`src/rtl/i2s_sample_drain.sv`:
```
// i2s_sample_drain: drains raw samples from the I2S receiver FIFO (FWFT head),
// sign-extends each one from sample_size, pairs L/R (or duplicates a mono
// sample) and presents the frame on a valid/ready stream.
// Optional build macro: I2S_DRAIN_DECIM2_EN enables a 2:1 averaging decimator.
//
// Stream handshake: m_data is held stable while m_valid is high; a beat
// transfers on a rising clk edge where m_valid && m_ready, after which
// m_valid drops in the following cycle. m_valid never depends on m_ready.
//
// dbg_state exposes the FSM encoding: 0 WAIT_L, 1 GAP_L, 2 WAIT_R, 3 SEND.
module i2s_sample_drain #(
  parameter int DW = 32,
  parameter int LW = 5
) (
  input  logic            clk,
  input  logic            rst,
  input  logic            en,
  input  logic            stereo,
  input  logic [4:0]      sample_size,
  input  logic [LW-1:0]   fifo_level,
  input  logic [DW-1:0]   fifo_rdata,
  output logic            fifo_rd,
  output logic            m_valid,
  input  logic            m_ready,
  output logic [2*DW-1:0] m_data,
  output logic [15:0]     frame_cnt,
  output logic [1:0]      dbg_state
);

  typedef enum logic [1:0] {
    WAIT_L = 2'd0,
    GAP_L  = 2'd1,
    WAIT_R = 2'd2,
    SEND   = 2'd3
  } state_t;

  state_t          state_q;
  state_t          state_d;
  logic            rd_q;
  logic [DW-1:0]   l_q;
  logic [2*DW-1:0] m_data_q;
  logic [15:0]     frame_cnt_q;

  logic [DW-1:0]   head_ext;
  logic            frame_done;
  logic            emit;
  logic            handshake;
  logic [DW-1:0]   frame_l;
  logic [DW-1:0]   frame_r;
  logic [DW-1:0]   out_l;
  logic [DW-1:0]   out_r;

  // Sign-extend a right-justified sample of n bits; n == 0 keeps the full word.
  function automatic logic [DW-1:0] sext(input logic [DW-1:0] w, input logic [4:0] n);
    logic [DW-1:0] hi;
    hi = {DW{1'b1}} << n;
    if (n == 5'd0) begin
      return w;
    end
    return w[n - 5'd1] ? (w | hi) : (w & ~hi);
  endfunction

  assign head_ext  = sext(fifo_rdata, sample_size);
  assign handshake = m_valid && m_ready;

  // A frame is complete on the R pop, or on the L pop when running mono.
  assign frame_done = fifo_rd && ((state_q == WAIT_R) || ((state_q == WAIT_L) && !stereo));
  assign frame_l    = (state_q == WAIT_L) ? head_ext : l_q;
  assign frame_r    = head_ext;

`ifdef I2S_DRAIN_DECIM2_EN
  logic            phase_q;
  logic [DW-1:0]   acc_l_q;
  logic [DW-1:0]   acc_r_q;
  logic [DW:0]     sum_l;
  logic [DW:0]     sum_r;

  // Average of the stored frame and the current one, floor rounding.
  always_comb begin
    sum_l = {acc_l_q[DW-1], acc_l_q} + {frame_l[DW-1], frame_l};
    sum_r = {acc_r_q[DW-1], acc_r_q} + {frame_r[DW-1], frame_r};
    out_l = sum_l[DW:1];
    out_r = sum_r[DW:1];
    emit  = frame_done && phase_q;
  end

  // Decimator phase: first frame of a pair is parked, second one emits.
  always_ff @(posedge clk) begin
    if (rst || !en) begin
      phase_q <= 1'b0;
      acc_l_q <= '0;
      acc_r_q <= '0;
    end else if (frame_done) begin
      phase_q <= ~phase_q;
      if (!phase_q) begin
        acc_l_q <= frame_l;
        acc_r_q <= frame_r;
      end
    end
  end
`else
  // Every assembled frame is sent unmodified.
  always_comb begin
    out_l = frame_l;
    out_r = frame_r;
    emit  = frame_done;
  end
`endif

  // FSM state register.
  always_ff @(posedge clk) begin
    if (rst) begin
      state_q <= WAIT_L;
    end else begin
      state_q <= state_d;
    end
  end

  // FSM next-state logic; en low always returns to WAIT_L.
  always_comb begin
    state_d = state_q;
    if (!en) begin
      state_d = WAIT_L;
    end else begin
      case (state_q)
        WAIT_L: begin
          if (fifo_rd) begin
            if (stereo)    state_d = GAP_L;
            else if (emit) state_d = SEND;
            else           state_d = WAIT_L;
          end
        end
        GAP_L:  state_d = WAIT_R;
        WAIT_R: begin
          if (fifo_rd) state_d = emit ? SEND : WAIT_L;
        end
        SEND: begin
          if (handshake) state_d = WAIT_L;
        end
        default: state_d = WAIT_L;
      endcase
    end
  end

  // FSM outputs; rd_q keeps pops at least one cycle apart so the level can settle.
  always_comb begin
    fifo_rd   = !rst && en && !rd_q && (fifo_level != '0) &&
                ((state_q == WAIT_L) || (state_q == WAIT_R));
    m_valid   = (state_q == SEND);
    m_data    = m_data_q;
    frame_cnt = frame_cnt_q;
    dbg_state = state_q;
  end

  // Datapath: left capture, output frame, pop history and frame counter.
  always_ff @(posedge clk) begin
    if (rst) begin
      rd_q        <= 1'b0;
      l_q         <= '0;
      m_data_q    <= '0;
      frame_cnt_q <= '0;
    end else begin
      rd_q <= fifo_rd;
      if (fifo_rd && (state_q == WAIT_L)) begin
        l_q <= head_ext;
      end
      if (emit) begin
        m_data_q <= {out_r, out_l};
      end
      if (handshake) begin
        frame_cnt_q <= frame_cnt_q + 16'd1;
      end
    end
  end

endmodule

```
`config.mk`:
```
export PLATFORM = sky130hd
export DESIGN_NAME = i2s_sample_drain
export DESIGN_NICKNAME = d
export VERILOG_FILES = /design/src/rtl/i2s_sample_drain.sv
export SDC_FILE = /design/constraint.sdc
export NUM_CORES = 1
export LEC_CHECK = 0
export ABC_AREA = 0
export BUFFER_PORTS_ARGS = -buffer_cell sky130_fd_sc_hd__buf_2
export CORE_MARGIN = 10
export CORE_UTILIZATION = 40
export DETAILED_ROUTE_END_ITERATION = 7
export PLACE_DENSITY = 0.59
export SKIP_CTS_REPAIR_TIMING = 1
export SYNTH_ARGS = -nofsm -noshare
export SYNTH_HDL_FRONTEND = slang
export SYNTH_SLANG_ARGS = --single-unit
```
`constraint.sdc`:
```
create_clock -name clk -period 3.9 [get_ports clk]
set_clock_uncertainty 0.05 [all_clocks]
set_input_delay 0 -clock clk [delete_from_list [all_inputs] [get_ports clk]]
set_output_delay 0 -clock clk [all_outputs]
set_load 0.05 [all_outputs]
```
==> results.yml <==
status:
  status: "finished with violations"
  violations: "negative hold slack"
power_and_ir_drop:
  internal_power_w: 0.002535
  leakagePower_nw: 3.081
  ir_worst_vdd_v: 0.0002888
  p_seq_frac: 0.354
  pwr-share-comb: 0.190
  p_sw_w: 0.001054
  pwr_density_cell_nw_per_um2: 473.4
  power_frac_clock: 0.456
  p_total_w: 0.003590
  p_sw_frac: 0.2937
hold_path:
  hold_path_class: "primary input to register"
synthesis:
  synth_edf_count: 0
  synth-compound-area-share: 0.2175
  yosysTopAreaCell: "dfxtp_1"
  syn_inst: 792
  yosysUniqueCellTypes: 52
  syn_nets: 844
  synth_top_area_frac: 0.3853
  netlist_area_um2: 5976
  avgSynthCellArea_um2: 7.545
  yosys_warnings: 0
  synthXorXnorAreaFrac: 0.02178
  synth_area_leaders: "dfxtp_1 39%, nor2_1 11%, a21oi_1 4.9%, nand2_1 4.6%, nand3_1 4.3%"
  synth_top_family_by_area: "simple AND/OR/NAND/NOR gates"
  yosys-top-cells-count: "169 x nor2_1, 115 x dfxtp_1, 74 x nand2_1"
  synth_mux_area_frac: 0.03874
  synthFlopType: "dfxtp_1"
  synth.most_common_cell: "nor2_1"
  synth-seq-cells: 115
  yosysSeqAreaShare: 0.3853
  async_flop_share: 0
  synthAdderAreaFrac: 0.01047
  synthSimpleGateAreaFrac: 0.2716
timing:
  holdWs_ps: -39.32
  hold_viol: 11
  tightest_slew_ps: 977.9
  maxSlewViolCount: 0
  setup_viol: 0
  fmax_ghz: 0.3781
  fin_tns_setup_ps: 0
  fin_crit_ps: 2645
  rsz0062_at_grt: "false"
  maxSlewHeadroom: 0.3445
  finalCritPeriodShare: 0.6782
layout:
  fill_cells: 1411
  syn_to_final_growth_pct: 26.91
  antenna_cells: 0
  drive_gt1_frac: 0.2117
  finalNetCount: 965
critical_path:
  r2r_setup_slack_ps: 1260
  cp-start-kind: "register"
  r2r-start: "dbg_state[0]"
  end_kind: "register"
  critPathArrivalTime_ps: 2940
  timing_worst_setup_path_type: "register to register"
  crit_path_start: "dbg_state[0]"
  endpoint: "m_data[26]"
  critPathRequiredTime_ps: 4190
  r2r_end: "m_data[26]"
  crit_fanout: 33
  reg2regPathDepth: 6
global_routing:
  grt_pass1_vias: 5943
  grt_max_degree: 67
  grtUsageMet2: 0.3048
  grtUsageMet1: 0.2444
  grt_use_met3: 0.04806
  globalRoute.busiestLayer: "met2"
  gr-usage-all-layers: 0.1916
  grt_remaining_overflow: 0
  grt_pass1_wl_mm: 31.49
  antenna_found_initial: 0
clock_network:
  clockBufferDepth: 2
  cts_tree: "yes"
  htree_levels: 4
  numClockSinks: 115
  cts_buffers: 17
  insertion_delay_ps: 420
  clk_pin_slew_ps: 60
  cts_root_buf: "clkbuf_16"
placed_design:
  hpwl_mm: 14.18
  io_buffers: 130
  gp_congestion: 1.019
flow_run:
  max-cap-violations: 0
detailed_routing:
  first_pass_iters: 5
  routed_wl_mm: 19.98
  final_antenna_net_count: 0
  vias: 6322
  drtIter0Drc: 533
  wire_per_inst_um: 18.00
  vias_per_cell: 5.695
  drc: 0
floorplanning:
  die_w_um: 142.2
  io_pins: 131
  start_util: 0.4096
  fp-row-count: 44
  die_y_um: 142.2
  die_area_um2: 20230
  fp.coreArea_um2: 14590
-- routing by layer --
layer | vias up | wire length, µm
met5 | - | 0
met2 | 224 | 9380
li1 | 3081 | -
met4 | 0 | 446
met1 | 2986 | 8711
met3 | 31 | 1444
-- worst min path at each step --
stage | slack, ps | to | depth (start not counted) | start
finish | -40 | m_data[62] | 5 | fifo_rdata[30]
global route | 8 | m_data[41] | 3 | fifo_rdata[9]
CTS | -180 | m_data[52] | 3 | fifo_rdata[20]
detailed placement | 260 | m_data[52] | 3 | fifo_rdata[20]
global placement | 260 | l_q[20] | 3 | fifo_rdata[20]
floorplan | 110 | l_q[16] | 2 | fifo_rdata[16]
-- critical path, stage by stage, from the launching register on --
cell and delay, ps:
dfxtp_1 380, a2111oi_2 570, o21a_2 560, buf_4 440
nor2_1 70, nor4_1 280, a21boi_0 210
-- area by class of cell --
| class | instances | area (µm²) | share of cell area |
|---|---|---|---|
| sequential | 115 | 2302 | 0.3036 |
| clock buffer | 21 | 460.4 | 0.06072 |
| multi-input combinational | 595 | 3367 | 0.4440 |
| timing repair buffer | 170 | 1013 | 0.1336 |
| clock inverter | 11 | 157.7 | 0.02079 |
| tap | 184 | 230.2 | 0.03036 |
| inverter | 14 | 52.55 | 0.006930 |
-- cell families after synthesis --
| group | after synthesis |
|---|---|
| mux | 13 |
| buf+inv | 82 |
| simple gates | 370 |
| compound gates | 193 |
| flops | 115 |
| fa+ha+maj | 5 |
| xor+xnor | 14 |
-- sequential cells by signal, summed over array words and instances (netlist names) --
signal,count
dbg_state,2
frame_cnt,16
l_q,32
m_data,64
rd_q,1
-- metrics by stage --
stage / utilization / setup WS (ps) / cells / area [µm²]
finish: 0.5198 / 1255 / 1110 / 7584
global route: 0.5198 / 1014 / 1110 / 7584
CTS: 0.5033 / 1275 / 1086 / 7343
detailed placement: 0.4610 / 977.3 / 1054 / 6725
global placement: 0.4610 / 1017 / 1054 / 6725
floorplan: - / 948.1 / 792 / 5976
-- power groups by stage --
stage	combinational [W]	sequential [W]	clock, W
2_1_floorplan	0.000349	0.00142	0
3_3_place_gp	0.000651	0.00129	0
3_5_place_dp	0.000659	0.00130	0
4_1_cts	0.000661	0.00127	0.00167
5_1_grt	0.000738	0.00128	0.00172
6_report	0.000681	0.00127	0.00164
-- placed cells by master, fill, tap and decap left out, types with 3 or more instances in the layout --
cell,netlist,layout
buf_2,9,129
o21a_1,5,4
nand3_1,51,51
a2111oi_0,7,7
dfxtp_1,115,115
clkinv_2,0,6
nor2b_1,3,3
inv_1,13,13
bufinv_16,0,4
a311oi_1,20,20
ha_1,5,5
a211oi_1,14,14
o21ai_0,26,26
nand2_1,74,74
mux2i_1,4,4
nor4_1,4,4
mux4_2,8,8
nor2_1,169,168
a31oi_1,18,18
a221oi_1,20,20
clkbuf_16,0,17
dlygate4sd3_1,0,24
xnor2_1,3,3
xor2_1,10,10
nand4_1,8,8
a21oi_1,58,58
or3_1,8,8
o211ai_1,11,11
nor3_1,30,29
nand2b_1,7,7
buf_4,2,17
and3_1,5,5
Power figures use the tool's default switching activity.
